### config.mk
export PLATFORM = sky130hd
export DESIGN_NAME = pixel_row_streamer
export DESIGN_NICKNAME = d
export VERILOG_FILES = /design/src/rtl/pixel_row_streamer.sv
export SDC_FILE = /design/constraint.sdc
export NUM_CORES = 1
export LEC_CHECK = 0
export ABC_AREA = 1
export BUFFER_PORTS_ARGS = -buffer_cell sky130_fd_sc_hd__buf_2
export CAP_MARGIN = 20
export CORE_MARGIN = 8
export CORE_UTILIZATION = 35
export DETAILED_ROUTE_END_ITERATION = 10
export HOLD_SLACK_MARGIN = 0.1
export MAX_ROUTING_LAYER = met4
export SLEW_MARGIN = 20
export SYNTH_ARGS = -nofsm -noshare
export SYNTH_HDL_FRONTEND = slang
export SYNTH_SLANG_ARGS = --single-unit
### constraint.sdc
create_clock -name CLK -period 3 [get_ports CLK]
set_clock_uncertainty 0.2 [all_clocks]
set_input_delay 0.15 -clock CLK [delete_from_list [all_inputs] [get_ports CLK]]
set_output_delay 0.15 -clock CLK [all_outputs]
set_load 0.03 [all_outputs]
### src/rtl/pixel_row_streamer.sv
// Row readout streamer: captures one pixel row, then emits it as fixed-width beats on a
// valid/ready stream with optional un-inversion and Gray decode, plus row/frame flags.
module pixel_row_streamer #(
  parameter int BIT_DEPTH              = 8,
  parameter int WIDTH                  = 4,
  parameter int OUTPUT_BUS_PIXEL_WIDTH = 2,
  parameter int HEIGHT                 = 2
) (
  input  logic                                    CLK,
  input  logic                                    RESET,
  input  logic [WIDTH*BIT_DEPTH-1:0]              ROW_DATA,
  input  logic                                    ROW_VALID,
  output logic                                    ROW_READY,
  input  logic                                    INVERT_EN,
  input  logic                                    GRAY_EN,
  output logic [OUTPUT_BUS_PIXEL_WIDTH*BIT_DEPTH-1:0] OUT_DATA,
  output logic                                    OUT_VALID,
  input  logic                                    OUT_READY,
  output logic                                    OUT_LAST,
  output logic                                    OUT_SOF,
  output logic                                    OUT_EOF,
  output logic [$clog2(HEIGHT+1)-1:0]             ROW_COUNT
);

  localparam int P      = OUTPUT_BUS_PIXEL_WIDTH;
  localparam int BEATS  = WIDTH / P;
  localparam int BUS_W  = P * BIT_DEPTH;
  localparam int ROW_W  = WIDTH * BIT_DEPTH;
  localparam int BEAT_W = (BEATS > 1) ? $clog2(BEATS) : 1;
  localparam int RC_W   = $clog2(HEIGHT + 1);
  localparam logic [BEAT_W-1:0] LAST_BEAT = BEAT_W'(BEATS - 1);
  localparam logic [RC_W-1:0]   LAST_ROW  = RC_W'(HEIGHT - 1);

  if (WIDTH % OUTPUT_BUS_PIXEL_WIDTH != 0) begin : g_width_check
    $error("WIDTH must be a multiple of OUTPUT_BUS_PIXEL_WIDTH");
  end
  if (HEIGHT < 1) begin : g_height_check
    $error("HEIGHT must be at least 1");
  end

  typedef enum logic {IDLE, STREAM} state_t;

  state_t              state_q, state_d;
  logic [ROW_W-1:0]    row_q, src_row;
  logic                inv_q, gray_q, src_inv, src_gray;
  logic [BEAT_W-1:0]   beat_q, beat_d;
  logic [RC_W-1:0]     rc_d;
  logic [BUS_W-1:0]    src_beats [BEATS];
  logic [BUS_W-1:0]    src_beat, data_d;
  logic                load, last_d, sof_d, eof_d;
  logic                row_accept, out_xfer;

  function automatic logic [BIT_DEPTH-1:0] decode_pixel(input logic [BIT_DEPTH-1:0] raw,
                                                        input logic inv, input logic gray);
    logic [BIT_DEPTH-1:0] v, b;
    v = inv ? ~raw : raw;
    b = v;
    if (gray) begin
      for (int n = BIT_DEPTH - 2; n >= 0; n--) b[n] = b[n+1] ^ v[n];
    end
    return b;
  endfunction

  // A new row may only slip in while the last beat of the current one is leaving.
  assign ROW_READY  = !RESET && ((state_q == IDLE) ||
                                 (state_q == STREAM && OUT_LAST && OUT_READY));
  assign row_accept = ROW_VALID && ROW_READY;
  assign out_xfer   = OUT_VALID && OUT_READY;

  always_comb begin
    // NOTE: every variable gets a default first so no path leaves it unassigned (no latch).
    state_d  = state_q;
    beat_d   = beat_q;
    rc_d     = ROW_COUNT;
    load     = 1'b0;
    unique case (state_q)
      IDLE: begin
        if (row_accept) begin
          state_d = STREAM;
          beat_d  = '0;
          load    = 1'b1;
        end
      end
      STREAM: begin
        if (out_xfer) begin
          if (OUT_LAST) begin
            rc_d = (ROW_COUNT == LAST_ROW) ? '0 : ROW_COUNT + RC_W'(1);
            if (row_accept) begin
              beat_d = '0;
              load   = 1'b1;
            end else begin
              state_d = IDLE;
            end
          end else begin
            beat_d = beat_q + BEAT_W'(1);
            load   = 1'b1;
          end
        end
      end
    endcase

    // Beat 0 of a freshly accepted row comes straight from the inputs.
    src_row  = row_accept ? ROW_DATA  : row_q;
    src_inv  = row_accept ? INVERT_EN : inv_q;
    src_gray = row_accept ? GRAY_EN   : gray_q;
    for (int b = 0; b < BEATS; b++) src_beats[b] = src_row[b*BUS_W +: BUS_W];
    src_beat = src_beats[beat_d];
    for (int i = 0; i < P; i++) begin
      data_d[i*BIT_DEPTH +: BIT_DEPTH] =
        decode_pixel(src_beat[i*BIT_DEPTH +: BIT_DEPTH], src_inv, src_gray);
    end
    last_d = (beat_d == LAST_BEAT);
    sof_d  = (rc_d == '0) && (beat_d == '0);
    eof_d  = (rc_d == LAST_ROW) && last_d;
  end

  // NOTE: sequential state uses non-blocking assignments so all registers update together.
  always_ff @(posedge CLK) begin
    if (RESET) begin
      state_q   <= IDLE;
      beat_q    <= '0;
      ROW_COUNT <= '0;
      // NOTE: the row buffer is small and explicitly cleared so no stale pixels survive reset.
      row_q     <= '0;
      inv_q     <= 1'b0;
      gray_q    <= 1'b0;
      OUT_DATA  <= '0;
      OUT_VALID <= 1'b0;
      OUT_LAST  <= 1'b0;
      OUT_SOF   <= 1'b0;
      OUT_EOF   <= 1'b0;
    end else begin
      state_q   <= state_d;
      beat_q    <= beat_d;
      ROW_COUNT <= rc_d;
      if (row_accept) begin
        row_q  <= ROW_DATA;
        inv_q  <= INVERT_EN;
        gray_q <= GRAY_EN;
      end
      if (load) begin
        OUT_DATA  <= data_d;
        OUT_VALID <= 1'b1;
        OUT_LAST  <= last_d;
        OUT_SOF   <= sof_d;
        OUT_EOF   <= eof_d;
      end else if (state_d == IDLE) begin
        OUT_VALID <= 1'b0;
        OUT_LAST  <= 1'b0;
        OUT_SOF   <= 1'b0;
        OUT_EOF   <= 1'b0;
      end
    end
  end

endmodule

==> results_dict.tcl, run 1 <==
set metrics [dict create \
    status "finished clean" \
    setup.worst_path.start "OUT_LAST" \
    whs_ns 0.108 \
    first_pass_iters 5 \
    portBuffers 60 \
    critPathArrivalTime_ns 2.92 \
    yosysSeqAreaShare_pct 37.6 \
    cts_buffer_depth 2 \
    drtIter0Drc 133 \
    power.density_nw_per_um2 513 \
    cts_root_buf "clkbuf_8" \
    r2r_cells 21 \
    synth-edff-count 0 \
    ys_ff_latch 58 \
    required_ns 3.05 \
    utilization_pct 55.4 \
    grt_max_degree 53 \
    start_util_pct 35.7 \
    yosys_warnings 0 \
    grt_overflow 0 \
    diodes 0 \
    cp_slowest_cell "dfxtp_2" \
    p_sw_mw 0.814 \
    cap_violations 0 \
    routed_via_density 4.84 \
    synth_flop_cell "dfxtp_1" \
    cts_tree "yes" \
    final.setup.tns_ns 0 \
    hpwl_mm 5.76 \
    r2r-end "OUT_DATA[0]" \
    die_area_um2 12100 \
    layout_min_cycle_time_ns 2.88 \
    avgSynthCellArea_um2 7.37 \
    critPathCaptureType "register" \
    regToRegSetupSlack_ns 0.12 \
    grt_first_pass_wirelength_mm 13.5 \
    ys_types 29 \
    timing.rr.start "OUT_LAST" \
    synth_area_leader_cell "dfxtp_1" \
    die_w_um 110 \
    grt_usage_pct 14.5 \
    seqPwrFrac_pct 34.2 \
    critPathMaxFanout 7 \
    netlist_area_um2 3090 \
    tightest_slew_ns 0.558 \
    crit_end "OUT_DATA[0]" \
    cts.sinks 58 \
    drt_wl_total_mm 9.08 \
    drive_gt1_share_pct 35.3 \
    pwr-share-comb_pct 32.8 \
    first_global_vias 2963 \
    worst_setup_path_start_kind "register" \
    clkTransAtPathRegs_ns 0.07 \
    antenna_found_initial 0 \
    drv_slew 0 \
    finalSetupViolCount 0 \
    gp_congestion 0.853 \
    power_frac_clock_pct 33.0 \
    slowest_delay_ns 0.35 \
    ant_nets 0 \
    num_io_pins 61 \
    area_growth_syn_to_layout_pct 55.0 \
    synth.area.top_cells "dfxtp_1 38%, nand2_1 11%, mux2i_1 8.4%, nand3_1 6.3%, nor2_1 4.9%" \
    p_sw_share_pct 33.2 \
    synth_top_area_share_pct 37.6 \
    insertion_delay_ns 0.35 \
    max_freq_ghz 0.348 \
    cts_made_buffers 9 \
    cts.htree.levels 3 \
    vias 3194 \
    crit_chain "nand2_2, nand2_2, nand3_4, nand2_4, nand3_2, nand3_4, nand2_8, clkbuf_16, buf_8, o21ai_4, xor2_2, buf_4, nand3_4, nand3_4, nand3_2, nand3_2, nand3_2, nand2_1, nand3_1, nand2_1, inv_1" \
    async_flop_share_pct 0 \
    wire_per_inst_um 13.8 \
    criticalPathCategory "register to register" \
    hold_viol 0 \
    internal_power_mw 1.64 \
    rows 34 \
    ir_drop_uv 217 \
    maxSlewHeadroom_pct 62.8 \
    holdCritPathClass "primary input to register" \
    fillers 784 \
    die_h_um 110 \
    synth_commonest_cells "92 x nand2_1, 58 x dfxtp_1, 40 x nor2_1, 39 x nand3_1, 38 x inv_1" \
    synthMostInstantiatedCell "nand2_1" \
    fin_nets 585 \
    synth_nets 457 \
    core_um2 8640 \
    drc_errors 0 \
    synthCells 419 \
    leakage_nw 2.30 \
    hold-path-cell-count 6 \
    fin_crit_sh_pct 95.9 \
]
==> layout make-up <==
type                            instances  area [um2]  share of cell area [%]
Multi-Input combinational cell        297        1980                    41.5
Sequential cell                        58        1160                    24.3
Timing Repair Buffer                  137        1110                    23.2
Inverter                               44         173                    3.61
Clock buffer                           11         141                    2.96
Tap cell                              108         135                    2.83
Clock inverter                          5        77.6                    1.62
==> kinds of logic (layout without fill, tap and decap cells) <==
group | Yosys count | count (layout) | share of synthesized area (%)
AOI/OAI and AO/OA | 60 | 60 | 11.8
xor gates and xnor gates | 17 | 17 | 4.82
buffers and inverters | 64 | 197 | 8.92
and+or+nand+nor | 194 | 194 | 28.4
DFF | 58 | 58 | 37.6
muxes | 26 | 26 | 8.43
==> cell usage in the layout, fill, tap and decap left out, types with 4 or more instances in the layout <==
master / instances
nand2_1: 72
buf_2: 60
dfxtp_1: 57
nor2_1: 40
inv_1: 36
dlygate4sd3_1: 36
buf_4: 31
nand3_1: 28
mux2i_1: 25
nand2_2: 19
a21oi_1: 19
xor2_1: 11
nand3_2: 10
o211ai_1: 10
clkbuf_8: 10
nand3_4: 9
o21ai_2: 9
o21ai_0: 8
nand2_4: 7
xor2_2: 6
inv_2: 4
o21ai_1: 4
o21ai_4: 4
clkbuf_16: 4
==> layer usage <==
layer / wire length [um] / GRT usage [%] / share of wire, %
met1: 4130 / 17.3 / 46
met2: 4370 / 22.6 / 48
met3: 383 / 2.93 / 4.2
met4: 193 / 7.43 / 2.1
met5: 0 / - / 0
==> stage by stage <==
step	setup slack [ns]	total power [mW]	instance area, um2	cells
CTS	0.0271	2.27	4110	632
floorplan	0.0842	1.27	3090	419
global route	-0.0834	2.60	4780	660
global placement	0.116	1.42	3530	580
finish	0.124	2.45	4780	660
detailed placement	0.0589	1.43	3530	580
==> worst max-delay path: cells and delay by family, from the launching register on <==
family / cells / cell delay (ns)
XOR/XNOR: 1 / 0.22
AO/OA/AOI/OAI: 1 / 0.14
AND/OR/NAND/NOR: 15 / 1.36
buffers and inverters: 4 / 0.50
flip-flops: 1 / 0.35
==> repair_timing <==
item | 4_1_cts | 5_1_grt
gates resized for setup | 0 | 91
endpoints found under the setup margin | 0 | 9
hold buffers | 36 | 0
endpoints found under the hold margin | 41 | 0
setup buffers | 0 | 24
==> sequential cells by signal, summed over array words and instances (netlist names) <==
register and count:
beat_q 1, gray_q 1, row_q 32, OUT_LAST 1
OUT_SOF 1, OUT_VALID 1, state_q 1, OUT_EOF 1
inv_q 1, ROW_COUNT 2, OUT_DATA 16
==> worst min-delay path by stage <==
stage	slack (ns)	start	endpoint
2_1_floorplan	0.11	ROW_DATA[0]	row_q[0]
5_1_grt	0.12	INVERT_EN	inv_q
4_1_cts	0.16	ROW_VALID	beat_q
6_report	0.11	INVERT_EN	inv_q
3_3_place_gp	0.21	ROW_DATA[16]	row_q[16]
3_5_place_dp	0.22	ROW_DATA[16]	row_q[16]
==> power by group through the flow <==
| stage | sequential, mW | combinational (mW) | clock, mW |
|---|---|---|---|
| after CTS | 0.840 | 0.606 | 0.823 |
| final | 0.840 | 0.804 | 0.809 |
| after floorplan | 0.906 | 0.367 | 0 |
| after global placement | 0.856 | 0.559 | 0 |
| after detailed placement | 0.857 | 0.568 | 0 |
| after global routing | 0.845 | 0.880 | 0.873 |
No activity file was read; power rests on OpenSTA's default activity.
==> run 2: changes to the inputs <==
==> constraint.sdc (replaced) <==
create_clock -name CLK -period 2.42 [get_ports CLK]
set_clock_uncertainty 0.2 [all_clocks]
set_input_delay 0.121 -clock CLK [delete_from_list [all_inputs] [get_ports CLK]]
set_output_delay 0.121 -clock CLK [all_outputs]
set_load 0.03 [all_outputs]
==> run 2 against run 1 <==
  * Routed wire length increased by 22%
  * Largest power group is now combinational cells
  * Clock power increased by 3.3%
  * Total power grew 32%
  * Sequential power up 24%
  * Cell area is 16% higher
  * Worst setup slack got worse by 0.63 ns
  * The run now ends with setup timing left
  * Register-to-register slack worse by 0.63 ns
==> results_dict.tcl, run 2 (synthesis results as in run 1) <==
set metrics [dict create \
    required_ns 2.47 \
    fin_nets 643 \
    grt_max_degree 53 \
    max_freq_ghz 0.342 \
    internal_power_mw 2.07 \
    utilization_pct 64.3 \
    status "finished, violations left" \
    leakage_nw 2.66 \
    critPathArrivalTime_ns 2.98 \
    cts_buffer_depth 2 \
    wire_per_inst_um 15.5 \
    diodes 0 \
    vias 3513 \
    mostFrequentLayoutCell "buf_4" \
    die_area_um2 12100 \
    final.setup.tns_ns -4.57 \
    finalInstanceArea_um2 5550 \
    grt_usage_pct 16.9 \
    r2r_cells 23 \
    ir_drop_uv 318 \
    maxSlewHeadroom_pct 62.0 \
    regToRegSetupSlack_ns -0.51 \
    power.density_nw_per_um2 583 \
    violations "setup timing" \
    tightest_slew_ns 0.569 \
    insertion_delay_ns 0.35 \
    min_to "gray_q" \
    die_h_um 110 \
    timing.rr.start "OUT_LAST" \
    power_frac_clock_pct 25.9 \
    worst_setup_path_start_kind "register" \
    fin_crit_sh_pct 121 \
    whs_ns 0.111 \
    p_sw_share_pct 36.1 \
    seqPwrFrac_pct 32.2 \
    drive_gt1_share_pct 48.2 \
    r2r-end "OUT_DATA[0]" \
    gp_congestion 0.897 \
    ant_nets 0 \
    first_pass_iters 4 \
    routed_via_density 4.91 \
    pwr-share-comb_pct 41.9 \
    core_um2 8640 \
    portBuffers 60 \
    cts_tree "yes" \
    dpl_cell_area_um2 4070 \
    criticalPathCategory "register to register" \
    critPathCaptureType "register" \
    cap_violations 0 \
    total_power_mw 3.24 \
    area_growth_syn_to_layout_pct 79.9 \
    holdCritPathClass "primary input to register" \
    drtIter0Drc 161 \
    rsz0062_at_grt "yes" \
    hold-path-cell-count 4 \
    first_global_vias 3417 \
    die_w_um 110 \
    grt_overflow 0 \
    layout_min_cycle_time_ns 2.93 \
    p_sw_mw 1.17 \
    grt_first_pass_wirelength_mm 15.7 \
    hpwl_mm 6.24 \
    top_register "row_q" \
    largest_register_ffs 32 \
    finalSetupViolCount 14 \
    start_util_pct 35.7 \
    largestRegisters "row_q (32), OUT_DATA (16), ROW_COUNT (2)" \
    cts.sinks 58 \
    drv_slew 0 \
    drt_wl_total_mm 11.1 \
    place_inst 639 \
    cts.htree.levels 3 \
    layout_common_cells "82 x buf_4, 60 x buf_2, 58 x nand2_1" \
    antenna_found_initial 0 \
    hp-start "GRAY_EN" \
    fin_ws_ns -0.507 \
    critPathMaxFanout 5 \
    cts_made_buffers 9 \
    hold_viol 0 \
    drc_errors 0 \
    place_worst_setup_slack_ns -0.388 \
    rows 34 \
    clkTransAtPathRegs_ns 0.07 \
    final_cells 716 \
    num_io_pins 61 \
    cts_root_buf "clkbuf_8" \
]
## run 2: changes by cell type in the layout (fill, tap and decap cells not counted), moves of 3 or more
cell,change
mux2i_4,+3
buf_6,+9
mux2i_1,-4
o21ai_4,+5
nand3_1,-13
buf_4,+51
nand3_4,+6
o21ai_2,-3
nand2_1,-14
nand3_2,+7
nand2_4,+15
## run 2: worst max-delay path by stage
stage | endpoint | from | cells past startpoint | slack, ns
floorplan | OUT_DATA[0] | OUT_LAST | 20 | -0.24
global placement | OUT_DATA[8] | OUT_LAST | 21 | -0.33
detailed placement | OUT_DATA[8] | OUT_LAST | 21 | -0.39
CTS | OUT_DATA[8] | OUT_LAST | 22 | -0.27
global route | OUT_DATA[0] | OUT_LAST | 23 | -0.63
finish | OUT_DATA[0] | OUT_LAST | 23 | -0.51
## run 2: worst max-delay path, cell delays in order (launching register included)
cell and delay [ns]:
dfxtp_4 0.37, nand2_4 0.05, nand2_4 0.06, nand3_4 0.15
nand2_4 0.14, nand3_4 0.07, nand3_4 0.10, buf_6 0.13
nand3_1 0.15, nand3_1 0.17, nand2_2 0.10, buf_6 0.13
nand2_2 0.07, nand3_4 0.10, nand3_4 0.15, nand2_4 0.08
nand2_4 0.09, nand3_4 0.09, nand3_2 0.09, nand3_2 0.08
nand2_1 0.07, nand3_1 0.06, nand2_1 0.07, inv_1 0.03
## run 2: cell type report
type | count | area (um2)
clock buffers | 12 | 165
clock inverters | 2 | 12.5
fillers | 654 | 3080
inverters | 44 | 175
multi-input cells | 297 | 2320
flip-flops and latches | 58 | 1170
well taps | 108 | 135
repair buffers | 195 | 1580
## run 2: power groups by stage
stage / Combinational [mW] / Sequential (mW) / Clock [mW]
2_1_floorplan: 0.484 / 1.12 / 0
3_3_place_gp: 0.847 / 1.06 / 0
3_5_place_dp: 0.863 / 1.06 / 0
4_1_cts: 1.08 / 1.04 / 0.836
5_1_grt: 1.44 / 1.05 / 0.890
6_report: 1.36 / 1.04 / 0.836
## run 2: metal layers
layer	wire length (um)	vias to the layer above	part of all wire (%)	GRT usage, %
met2	5560	103	50	27.5
met5	0	-	0	-
met4	378	0	3.4	6.46
met3	573	33	5.2	3.69
li1	-	1735	-	-
met1	4610	1642	41	19.9
## run 2: what timing repair did
item	4_1_cts	5_1_grt
setup endpoints to repair	13	14
cloned	2	3
pin swaps	23	43
setup buffers	14	12
hold buffers	34	0
gates resized for setup	67	84
hold endpoints to repair	40	0
